`config.mk`:
```
export PLATFORM = sky130hd
export DESIGN_NAME = alu_seq
export DESIGN_NICKNAME = d
export VERILOG_FILES = /design/src/rtl/alu_seq.sv
export SDC_FILE = /design/constraint.sdc
export NUM_CORES = 1
export LEC_CHECK = 0
export BUFFER_PORTS_ARGS = -buffer_cell sky130_fd_sc_hd__buf_4
export CORE_MARGIN = 2
export CORE_UTILIZATION = 33
export DETAILED_ROUTE_END_ITERATION = 12
export PLACE_DENSITY = 0.52
export SETUP_SLACK_MARGIN = 0.5
export SLEW_MARGIN = 20
export SYNTH_ARGS = -nofsm -noshare
export SYNTH_HDL_FRONTEND = slang
export SYNTH_SLANG_ARGS = --single-unit
```
`constraint.sdc`:
```
create_clock -name clk -period 5.24 [get_ports clk]
set_input_delay 0.524 -clock clk [delete_from_list [all_inputs] [get_ports clk]]
set_output_delay 0.524 -clock clk [all_outputs]
set_load 0.02 [all_outputs]
```
`src/rtl/alu_seq.sv`:
```
// Registered EX-stage ALU with valid/ready handshakes and iterative RV32M mul/div.
// Define ALU_SEQ_FAST_MUL_EN for a single-cycle combinational multiplier instead.
module alu_seq #(
  parameter int XLEN  = 32,
  parameter int CNT_W = $clog2(XLEN) + 1
) (
  input  logic            clk,
  input  logic            rst,
  input  logic            flush,
  input  logic            in_valid,
  output logic            in_ready,
  input  logic [XLEN-1:0] A,
  input  logic [XLEN-1:0] B,
  input  logic [3:0]      ALUControl,
  output logic            out_valid,
  input  logic            out_ready,
  output logic [XLEN-1:0] Result,
  output logic            Carry,
  output logic            OverFlow,
  output logic            Zero,
  output logic            Negative
);

  localparam logic [3:0] OP_ADD  = 4'h0, OP_SUB  = 4'h1, OP_AND   = 4'h2, OP_OR   = 4'h3;
  localparam logic [3:0] OP_XOR  = 4'h4, OP_SLT  = 4'h5, OP_SLTU  = 4'h6, OP_PASB = 4'h7;
  localparam logic [3:0] OP_MUL  = 4'h8, OP_MULH = 4'h9, OP_MULHU = 4'hA, OP_DIV  = 4'hB;
  localparam logic [3:0] OP_DIVU = 4'hC, OP_REM  = 4'hD, OP_REMU  = 4'hE;

`ifdef ALU_SEQ_FAST_MUL_EN
  typedef enum logic [1:0] {S_IDLE, S_DIV, S_DONE} state_t;
`else
  typedef enum logic [1:0] {S_IDLE, S_MUL, S_DIV, S_DONE} state_t;
`endif

  typedef struct packed {
    logic [3:0] op;
    logic       neg_ab;  // operand signs differ (MULH product / quotient)
    logic       neg_a;   // dividend negative (remainder)
  } ctx_t;

  state_t            state, nxt;
  ctx_t              ctx;
  logic [XLEN-1:0]   hi, lo, m;
  logic [CNT_W-1:0]  cnt;

  logic [XLEN-1:0]   bx, sc_res, fin, nhi, nlo;
  logic [XLEN:0]     sum_c, sh, diff;
  logic              sc_c, sc_v, sgn, a_neg, b_neg, div_ovf, go_div;
  logic              accept, iter, last;

  assign in_ready  = (state == S_IDLE);
  assign out_valid = (state == S_DONE);
  assign Zero      = (Result == '0);
  assign Negative  = Result[XLEN-1];
  assign accept    = in_ready && in_valid && !flush;
  assign last      = (cnt == CNT_W'(XLEN - 1));

`ifdef ALU_SEQ_FAST_MUL_EN
  logic [2*XLEN-1:0] uprod;
  logic [XLEN-1:0]   mulh_s;
  // Signed high half recovered from the unsigned product by subtracting the sign corrections.
  always_comb begin
    uprod  = {{XLEN{1'b0}}, A} * {{XLEN{1'b0}}, B};
    mulh_s = uprod[2*XLEN-1:XLEN] - (A[XLEN-1] ? B : '0) - (B[XLEN-1] ? A : '0);
  end
  assign iter = (state == S_DIV);
`else
  logic go_mul;
  logic [XLEN:0] msum;
  assign iter = (state == S_DIV) || (state == S_MUL);
`endif

  always_comb begin : decode
    bx      = (ALUControl == OP_SUB) ? ~B : B;
    sum_c   = {1'b0, A} + {1'b0, bx} + {{XLEN{1'b0}}, ALUControl == OP_SUB};
    sgn     = ALUControl inside {OP_MULH, OP_DIV, OP_REM};
    a_neg   = sgn & A[XLEN-1];
    b_neg   = sgn & B[XLEN-1];
    div_ovf = (A == {1'b1, {(XLEN-1){1'b0}}}) && (&B);
    sc_res  = '0;
    sc_c    = 1'b0;
    sc_v    = 1'b0;
    go_div  = 1'b0;
`ifndef ALU_SEQ_FAST_MUL_EN
    go_mul  = 1'b0;
`endif
    case (ALUControl)
      OP_ADD, OP_SUB: begin
        sc_res = sum_c[XLEN-1:0];
        sc_c   = sum_c[XLEN];
        sc_v   = (A[XLEN-1] == bx[XLEN-1]) && (sum_c[XLEN-1] != A[XLEN-1]);
      end
      OP_AND:  sc_res = A & B;
      OP_OR:   sc_res = A | B;
      OP_XOR:  sc_res = A ^ B;
      OP_SLT:  sc_res = {{(XLEN-1){1'b0}}, $signed(A) < $signed(B)};
      OP_SLTU: sc_res = {{(XLEN-1){1'b0}}, A < B};
      OP_PASB: sc_res = B;
`ifdef ALU_SEQ_FAST_MUL_EN
      OP_MUL:   sc_res = uprod[XLEN-1:0];
      OP_MULH:  sc_res = mulh_s;
      OP_MULHU: sc_res = uprod[2*XLEN-1:XLEN];
`else
      OP_MUL, OP_MULH, OP_MULHU: go_mul = 1'b1;
`endif
      OP_DIV, OP_REM: begin
        if (B == '0)      sc_res = (ALUControl == OP_DIV) ? '1 : A;
        else if (div_ovf) sc_res = (ALUControl == OP_DIV) ? A : '0;
        else              go_div = 1'b1;
      end
      OP_DIVU, OP_REMU: begin
        if (B == '0) sc_res = (ALUControl == OP_DIVU) ? '1 : A;
        else         go_div = 1'b1;
      end
      default: sc_res = '0;
    endcase
  end

  // One iteration step; the last step is sign-fixed straight into Result.
  always_comb begin : step
    sh   = {hi, lo[XLEN-1]};
    diff = sh - {1'b0, m};
    nhi  = hi;
    nlo  = lo;
`ifndef ALU_SEQ_FAST_MUL_EN
    msum = {1'b0, hi} + (lo[0] ? {1'b0, m} : '0);
`endif
    if (state == S_DIV) begin
      if (diff[XLEN]) begin
        nhi = sh[XLEN-1:0];
        nlo = {lo[XLEN-2:0], 1'b0};
      end else begin
        nhi = diff[XLEN-1:0];
        nlo = {lo[XLEN-2:0], 1'b1};
      end
    end
`ifndef ALU_SEQ_FAST_MUL_EN
    else begin
      nhi = msum[XLEN:1];
      nlo = {msum[0], lo[XLEN-1:1]};
    end
`endif
    fin = '0;
    case (ctx.op)
`ifndef ALU_SEQ_FAST_MUL_EN
      OP_MUL:   fin = nlo;
      OP_MULH:  fin = ctx.neg_ab ? (~nhi + {{(XLEN-1){1'b0}}, nlo == '0}) : nhi;
      OP_MULHU: fin = nhi;
`endif
      OP_DIV:   fin = ctx.neg_ab ? -nlo : nlo;
      OP_DIVU:  fin = nlo;
      OP_REM:   fin = ctx.neg_a ? -nhi : nhi;
      OP_REMU:  fin = nhi;
      default:  fin = nlo;
    endcase
  end

  always_ff @(posedge clk or posedge rst) begin
    if (rst) state <= S_IDLE;
    else     state <= nxt;
  end

  always_comb begin : fsm
    nxt = state;
    case (state)
      S_IDLE: if (in_valid) begin
        if (go_div) nxt = S_DIV;
`ifndef ALU_SEQ_FAST_MUL_EN
        else if (go_mul) nxt = S_MUL;
`endif
        else nxt = S_DONE;
      end
`ifndef ALU_SEQ_FAST_MUL_EN
      S_MUL:  if (last) nxt = S_DONE;
`endif
      S_DIV:  if (last) nxt = S_DONE;
      S_DONE: if (out_ready) nxt = S_IDLE;
      default: nxt = S_IDLE;
    endcase
    if (flush) nxt = S_IDLE;
  end

  always_ff @(posedge clk or posedge rst) begin
    if (rst) begin
      Result   <= '0;
      Carry    <= 1'b0;
      OverFlow <= 1'b0;
      hi       <= '0;
      lo       <= '0;
      m        <= '0;
      cnt      <= '0;
      ctx      <= '0;
    end else if (accept) begin
      Result   <= sc_res;
      Carry    <= sc_c;
      OverFlow <= sc_v;
      hi       <= '0;
      lo       <= a_neg ? -A : A;
      m        <= b_neg ? -B : B;
      cnt      <= '0;
      ctx      <= '{op: ALUControl, neg_ab: a_neg ^ b_neg, neg_a: a_neg};
    end else if (iter && !flush) begin
      hi  <= nhi;
      lo  <= nlo;
      cnt <= cnt + CNT_W'(1);
      if (last) Result <= fin;
    end
  end

endmodule

```
== Word-level counts from Yosys, hierarchy flattened ==
Cells that the tools add are included.

* Register bits: 144
* Output and inout bits: 38

* Reduce and logical (&&, ||, !) cells: 24
* Add/subtract/negate cells: 10
* Bitwise logic cells: 8
* Muxes and demuxes: 42
* $lt $le $gt $ge: 2
* Eq/ne operators: 29

{| class="wikitable"
|+ Operator list
! cell !! count
|-
| two-way mux 32 bit || 23
|-
| one-hot mux 32 bit (9 select lines) || 1
|-
| negator 32 bit || 4
|-
| one-hot mux 32 bit (4 select lines) || 1
|-
| logical NOT 32 bit || 3
|-
| adder 32 x 32 -> 33 bit || 2
|-
| less-than comparator 32 bit || 2
|-
| NOT 32 bit || 2
|-
| equality test 4 bit (second input constant) || 12
|-
| adder 33 x 1 -> 33 bit || 1
|-
| subtractor 33 x 32 -> 33 bit || 1
|-
| adder 32 x 1 -> 32 bit || 1
|-
| AND 32 bit || 1
|-
| equality test 32 bit (second input constant) || 1
|-
| bitwise OR 32 bit || 1
|-
| AND reduction 32 bit || 1
|-
| XOR 32 bit || 1
|-
| equality test 4 x 3 -> 1 bit (second input constant) || 4
|-
| two-way mux 2 bit || 6
|-
| two-way mux 6 bit || 2
|-
| OR reduction 2 bit || 5
|-
| equality test 4 x 2 -> 1 bit (second input constant) || 2
|-
| two-way mux 1 bit || 7
|-
| adder 6 x 1 -> 6 bit (second input constant) || 1
|-
| other kinds (23) || 30
|}

== Depth between registers and ports, before layout ==
Gate-level depths: netlist (run 1).

* Word-level depth: 10
* Mapped depth: 28

== Least setup slack after synthesis (run 1) ==
Ideal clock, no wire load.

* Path type: reg2reg
* Start: reg lo[31]
* End: reg Result[23]
* Clock period less this slack: 5.562 ns
* Path slack: -0.322 ns
* Arrival: 5.436 ns
* Cell stages (with the launch flop): 29
* Path buffers: 1
* Library setup time: 0.126 ns
* Cells stage by stage: dfrtp_1 -> inv_1 -> ha_1 -> inv_1 -> fa_1 -> a211oi_2 -> o21ai_1 -> nand4_1 -> a21oi_2 -> o311ai_4 -> a31oi_4 -> a21oi_1 -> ha_1 -> o211ai_1 -> or4_1 -> nor2_1 -> nand4_1 -> inv_1 -> nand2_1 -> nor3_1 -> ha_1 -> and3_1 -> clkbuf_1 -> nand2_1 -> nand4b_1 -> o21ai_1 -> xor2_1 -> o211ai_1 -> a221o_1

* Longest elaborated chain between the ends: 10
* Elaborated cells between the ends (all ways): 17
* Those cells by class: add/sub (4); mux (11); bitwise (1); reduce/logical (1)

{| class="wikitable"
|+ Ends and longest elaborated chain
! item !! line !! RTL
|-
| from (decl) || 43 || <nowiki>logic [XLEN-1:0] hi, lo, m;</nowiki>
|-
| from (signal assigned) || 198 || <nowiki>lo <= a_neg ? -A : A;</nowiki>
|-
| from (signal assigned) || 204 || <nowiki>lo <= nlo;</nowiki>
|-
| subtractor 33 x 32 -> 33 bit || 122 || <nowiki>diff = sh - {1'b0, m};</nowiki>
|-
| two-way mux 1 bit or two-way mux 32 bit (tied branches) || 129 || <nowiki>if (diff[XLEN]) begin</nowiki>
|-
| two-way mux 32 bit || 128 || <nowiki>if (state == S_DIV) begin</nowiki>
|-
| logical NOT 32 bit or NOT 32 bit (tied branches) || 147 || <nowiki>OP_MULH: fin = ctx.neg_ab ? (~nhi + {{(XLEN-1){1'b0}}, nlo == '0}) : nhi;</nowiki>
|-
| adder 32 x 1 -> 32 bit || 147 ||
|-
| two-way mux 32 bit || 147 ||
|-
| one-hot mux 32 bit (4 select lines) (*) || 144 || <nowiki>case (ctx.op)</nowiki>
|-
| two-way mux 32 bit (*) || 206 || <nowiki>if (last) Result <= fin;</nowiki>
|-
| two-way mux 32 bit (*) || 202 || <nowiki>end else if (iter && !flush) begin</nowiki>
|-
| two-way mux 32 bit (*) || 193 || <nowiki>end else if (accept) begin</nowiki>
|-
| to (signal assigned) || 194 || <nowiki>Result <= sc_res;</nowiki>
|-
| to (signal assigned) || 206 ||
|-
| to (decl) || 17 || <nowiki>output logic [XLEN-1:0] Result,</nowiki>
|}

Every way passes the cells marked *; elsewhere a longest branch is shown, timed or not. The select of a mux whose other input is x is not followed.
A chain may end at the register's enable or synchronous reset.

== Worst setup path after layout (run 1) ==
Ends and elaborated chain as after synthesis.

==> results of run 1 <==
## final cells by class
cell class | count | area share, %
antenna | 2 | 0.0195
clock buffer | 19 | 1.76
clock inverter | 13 | 0.589
inverter | 149 | 2.19
multi-input combinational | 2235 | 61.8
sequential | 144 | 14.0
tap | 782 | 3.80
timing repair buffer | 522 | 15.8
## path summary, 6_finish.rpt
check | from | end | cells after the start
worst max-delay path | lo[31] | Result[23] | 28
worst min-delay path | rst | m[3] | 2
worst max register to register | lo[31] | Result[23] | 28
worst min register to register | Carry | Carry | 2
max in group asynchronous | rst | hi[23] | 3
min in group clk | flush | state[0] | 2
## layout by cell type, fill, tap and decap left out, drive strengths merged, types with 46 or more instances in the layout
cell	count
buf	522
nand2	306
o21ai	228
a21oi	209
ha	202
nor2	171
xnor2	167
inv	154
dfrtp	144
o211ai	73
xor2	62
nand3	59
nor3	54
nand4	50
and2	46
## flip-flops by register name, indices dropped and copies added, names as in the netlist
name	flops
OverFlow	1
state	2
Result	32
cnt	6
m	32
Carry	1
ctx	6
lo	32
hi	32
## through the flow
stage,util [%],setup TNS (ns),setup slack (ns),hold WS (ns)
finish,42.8,-0.390,-0.0985,0.125
CTS,42.3,-0.0352,-0.0352,0.216
detailed placement,40.1,-3.96,-0.298,0.482
global route,42.8,-6.26,-0.361,0.192
floorplan,-,0,0.0613,0.463
global placement,40.1,-1.46,-0.209,0.483
## where the power goes
part	leakage, nW	internal (W)	switching [W]
clock	0.289	0.000736	0.000572
combinational	9.26	0.00477	0.00676
sequential	1.84	0.00155	0.000521
total	11.4	0.00706	0.00785
## critical path, delay by kind of cell (launching register included)
family,cells,cell delay (ns)
AO/OA/AOI/OAI,10,1.80
XOR/XNOR,1,0.15
adder cells (fa/ha/maj),4,0.90
buffers and inverters,4,0.39
flip-flops,1,0.40
AND/OR/NAND/NOR,9,1.57
## repair_timing
| action | 4_1_cts | 5_1_grt |
|---|---|---|
| resized for setup | 86 | 56 |
| setup endpoints to repair | 32 | 34 |
| pin swaps | 67 | 41 |
| buffers inserted | 45 | 9 |
| hold endpoints to repair | 0 | 0 |
## metal layers
| metal | routed length [um] | global-route usage [%] |
|---|---|---|
| met5 | 25 | 0 |
| met4 | 3680 | 10.7 |
| met3 | 6760 | 3.90 |
| met2 | 42500 | 47.4 |
| met1 | 41500 | 40.1 |
## cell families (layout without fill, tap and decap cells)
family / count (synthesis) / after routing / synth area share, %
adder cells (fa/ha/maj): 205 / 205 / 13.0
other: 0 / 2 / 0
AND/OR/NAND/NOR: 837 / 837 / 20.1
XOR/XNOR: 229 / 229 / 10.1
flip-flops: 144 / 144 / 18.1
multiplexers: 46 / 46 / 2.33
buffers and inverters: 304 / 703 / 5.78
AO/OA/AOI/OAI: 918 / 918 / 30.7
==> metrics, run 1 <==
pwr dens 580 nW/um^2; failing checks negative setup slack; Final period util 102%; DRC viols 0; Slew headroom 23.3%; mean post-synth cell area 7.43 sq um; measured slew at the worst slew-check pin 1.15 ns; Die ar. 62,400 sq um; skew final 0.0105 ns; Synth top cells by count nand2_1, o21ai_0, a21oi_1; number of nets still failing antenna checks after routing 0; ys async rst share 100%; Synthesized Nets 2,961; HP Class in -> async; Hold Fails Final Rpt 0; per-cell routed wire length 24.4 um; Inserted Clock Buffers 17; nets 3,347; largest area contributor in the netlist dfrtp_1; Lkg Pwr 11.4 nW; yosys warns 0; Layout area overhead 29.0%; layout cell share with drive strength beyond 1 23.3%; most frequent cell after synthesis nand2_1; Std-Cell Rows 90; initial core utilization 33.2%; CORE AREA 60,000 sq um; most used cell along the critical path inv_2; Post-synth top flop dfrtp_1; Syn Inst Count 2,683; insertion delay to the later sink of the worst-skew pair 0.46 ns; post-synthesis register bit count 144; Die Width 250 um; Max Cap Viol 0; number of flops mapped to enable cells by yosys 0; Port Buffers 110; Worst-path clk slew 0.07 ns; Worst path slowest cell or4_4; total I/O pin count 111; setup violators final 6; Vias 23,119; RSZ-0062 raised after global routing yes; H-tree levels 4; CTS tree yes; post-route cell area 25,700 sq um; # hold bufs at CTS 0; Unique masters post-synth 93; 1st-iter DRT viols 2,408; Placed Area 24,100 sq um; first-pass GRT wire length 141 mm; routability-driven placement congestion ratio 1.01; Tot GR Track Use 29.4%; fmax 0.187 GHz; gr ovfl total 0; register area 3600 sq um; CP Launch Type flip-flop; CTS root buf clkbuf_16; final cell count without fillers 3,866; largest net degree at the start of global routing 76; Final Max Tran Viols 0; peak supply drop 0.000261 V; crit end category flip-flop; Inst Count DP 3,778; flop-to-flop setup slack -0.1 ns; clock tree buffer depth 2; number of global-route vias before repair 22,293; Synth Cell Area 19,900 sq um; Chip Height 250 um; CP max FO 4; dpl hpwl 74.3 mm; Critical Path Max Stage Delay 0.46 ns; Via-to-Cell Ratio 5.98; top post-synthesis cells by area dfrtp_1, ha_1, xnor2_1; Final Power 0.0149 W; Clock Sinks 144; worst setup margin -0.0985 ns; critical path class reg -> reg; Multi-input gate area 15,900 sq um; Post-Route WL 94.5 mm; worst path arrival time 5.68 ns; Seq/Total Area, Yosys 18.1%; min Tclk post-route 5.34 ns; status complete, but fails checks; Synth top area share 18.1%; worst endpoint required time 5.58 ns; Pre-Repair DR Iteration Count 6; fill cell count 6,071; antenna violations before repair 7
Power figures use the tool's default switching activity.
==> run 2: changes to the inputs <==
--- a/config.mk
+++ b/config.mk
@@ -7,8 +7,10 @@
 export LEC_CHECK = 0
 export BUFFER_PORTS_ARGS = -buffer_cell sky130_fd_sc_hd__buf_4
+export CORE_ASPECT_RATIO = 1.5
 export CORE_MARGIN = 2
 export CORE_UTILIZATION = 33
 export DETAILED_ROUTE_END_ITERATION = 12
 export PLACE_DENSITY = 0.52
+export REMOVE_ABC_BUFFERS = 1
 export SETUP_SLACK_MARGIN = 0.5
 export SLEW_MARGIN = 20
==> constraint.sdc (replaced) <==
create_clock -name clk -period 5.24 [get_ports clk]
set_input_delay 1.048 -clock clk [delete_from_list [all_inputs] [get_ports clk]]
set_output_delay 1.048 -clock clk [all_outputs]
set_load 0.02 [all_outputs]
==> run 2 against run 1 <==
  * The run still ends with negative setup slack left
  * Setup slack lost 0.13 ns
  * Flip-flop and latch count is the same
  * Final area grew 1.6%
  * Wire length grew 0.53%
  * Via count is essentially flat
  * Clock skew is essentially flat
  * Largest cell class unchanged
==> metrics, run 2 (same netlist as run 1, synthesis figures left out) <==
status complete, but fails checks; failing checks negative setup slack; Internal 0.00703 W (-0.32%); 1st-iter DRT viols 2,026 (-16%); per-cell routed wire length 24.3 um (-0.71%); min Tclk post-route 5.47 ns (+0.133 ns); gr ovfl total 0 (unchanged); measured slew at the worst slew-check pin 1.02 ns (-0.126 ns); Chip Height 305 um (+22%); Die Width 205 um (-18%); skew final 0.0103 ns (-0.000219 ns); clock power share 8.3% (-0.5 points); Core Util, Final 43.6% (+0.78 points); largest net degree at the start of global routing 73 (-3.9%); final cell count without fillers 3,914 (+1.2%); DRC viols 0 (unchanged); dpl hpwl 76.4 mm (+2.8%); Place WS -0.712 ns (-0.414 ns); H-tree levels 4 (unchanged); Critical Path Max Stage Delay 0.47 ns (about the same); CTS root buf clkbuf_16; number of global-route vias before repair 23,273 (+4.4%); first-pass GRT wire length 142 mm (+0.70%); pwr dens 568 nW/um^2 (-1.9%); Pre-Repair DR Iteration Count 6 (unchanged); Total Neg Setup Slack -1.17 ns (-0.783 ns); Final Max Tran Viols 0 (unchanged); clock tree buffer depth 2 (unchanged); Slew headroom 31.3% (+8.0 points); CTS tree yes; crit end category flip-flop; Worst-path clk slew 0.06 ns (about the same); number of nets still failing antenna checks after routing 0 (unchanged); routability-driven placement congestion ratio 1.05 (+4.7%); Post-Route WL 95.0 mm (+0.53%); layout cell share with drive strength beyond 1 24.3% (+1.0 points); CORE AREA 59,900 sq um (-0.25%); commonest non-fill, non-tap cell in the layout buf_4; CP Launch Type flip-flop; Vias 23,109 (-0.043%); peak supply drop 0.000350 V (+34%); switching share of power 52.6% (about the same); Final period util 104% (+2.5 points); nets 3,394 (+1.4%); final hold slack 0.486 ns (+0.361 ns); Via-to-Cell Ratio 5.90 (-1.3%); setup violators final 14 (+8); Clock Sinks 144 (unchanged); R2R depth 32 (+14%); Port Buffers 110 (unchanged); Worst path slowest cell or4_4; fmax 0.183 GHz (-2.4%); total I/O pin count 111 (unchanged); worst endpoint required time 5.58 ns (about the same); Layout area overhead 31.0%; Net Sw Power 0.00781 W (-0.48%); Inserted Clock Buffers 17 (unchanged); antenna violations before repair 2 (-5); Hold Path Stages 2; commonest cells after routing, fill and taps aside buf_4, nand2_1, o21ai_0, ha_1, a21oi_1; CP max FO 2 (-2); most used cell along the critical path buf_6; Max Cap Viol 0 (unchanged); Die ar. 62,400 sq um (about the same); Hold Fails Final Rpt 0 (unchanged); Tot GR Track Use 29.9% (+0.48 points); Std-Cell Rows 110 (+22%); initial core utilization 33.3% (+0.083 points); critical path class reg -> reg; worst path arrival time 5.81 ns (+0.13 ns); RSZ-0062 raised after global routing yes; Seq pwr share 13.7% (-0.2 points); Lkg Pwr 11.7 nW (+2.4%); HP Class reg -> reg; worst setup margin -0.232 ns (-0.133 ns); insertion delay to the later sink of the worst-skew pair 0.46 ns (about the same); Inst Count DP 3,848 (+1.9%); Logic pwr share 78.0% (+0.7 points)
## run 2: cell types whose count changed in the layout (fill, tap and decap cells not counted), sizes merged
cell	previous run	this run
inv	154	149
clkinv	3	5
buf	522	569
clkbuf	19	23
bufinv	2	1
diode	2	1
## run 2: area by class of cell
type | count | area [sq um]
tap | 784 | 981
inverter | 149 | 567
sequential | 144 | 3600
antenna | 1 | 2.50
multi-input combinational | 2235 | 16000
timing repair buffer | 569 | 4460
clock buffer | 23 | 468
clock inverter | 9 | 85.1
fill | 6109 | 33800
## run 2: final timing paths
path | start | endpoint | slack, ns
hold reg to reg | Carry | Carry | 0.49
setup reg to reg | lo[31] | Result[20] | -0.23
setup / recovery | lo[31] | Result[20] | -0.23
hold / removal | Carry | Carry | 0.49
max in group asynchronous | rst | lo[30] | 3.41
min in group asynchronous | rst | m[4] | 0.66
## run 2: layer usage
layer / track usage, % / routed length [um]
met5: 0 / 13
met1: 33.2 / 35400
met2: 53.2 / 47600
met3: 2.21 / 4020
met4: 21.6 / 8000
## run 2: what timing repair did
item | in CTS | in global routing
setup buffers | 21 | 12
resized for setup | 135 | 47
endpoints found under the hold margin | 0 | 0
endpoints found under the setup margin | 34 | 34
hold buffers | 0 | 0
pin swaps | 87 | 67
## run 2: power by group through the flow
stage	registers, W	clock network [W]	logic, W
after floorplan	0.00205	0	0.00569
after global placement	0.00203	0	0.0109
after detailed placement	0.00203	0	0.0109
after CTS	0.00202	0.00124	0.0112
after global routing	0.00209	0.00127	0.0124
final	0.00204	0.00123	0.0116
## run 2: critical path, delay by kind of cell, from the launching register on
family | cells | cell delay, ns
flip-flops | 1 | 0.39
AND/OR/NAND/NOR | 5 | 0.94
XOR/XNOR | 1 | 0.13
adder cells (fa/ha/maj) | 3 | 0.63
buffers and inverters | 11 | 0.93
AO/OA/AOI/OAI | 12 | 2.31
## run 2: per-stage QoR
| step | total power (W) | cell area, sq um |
|---|---|---|
| 6_report | 0.0148 | 26100 |
| 5_1_grt | 0.0158 | 26100 |
| 4_1_cts | 0.0145 | 25800 |
| 3_5_place_dp | 0.0129 | 24500 |
| 3_3_place_gp | 0.0129 | 24500 |
| 2_1_floorplan | 0.00774 | 19300 |
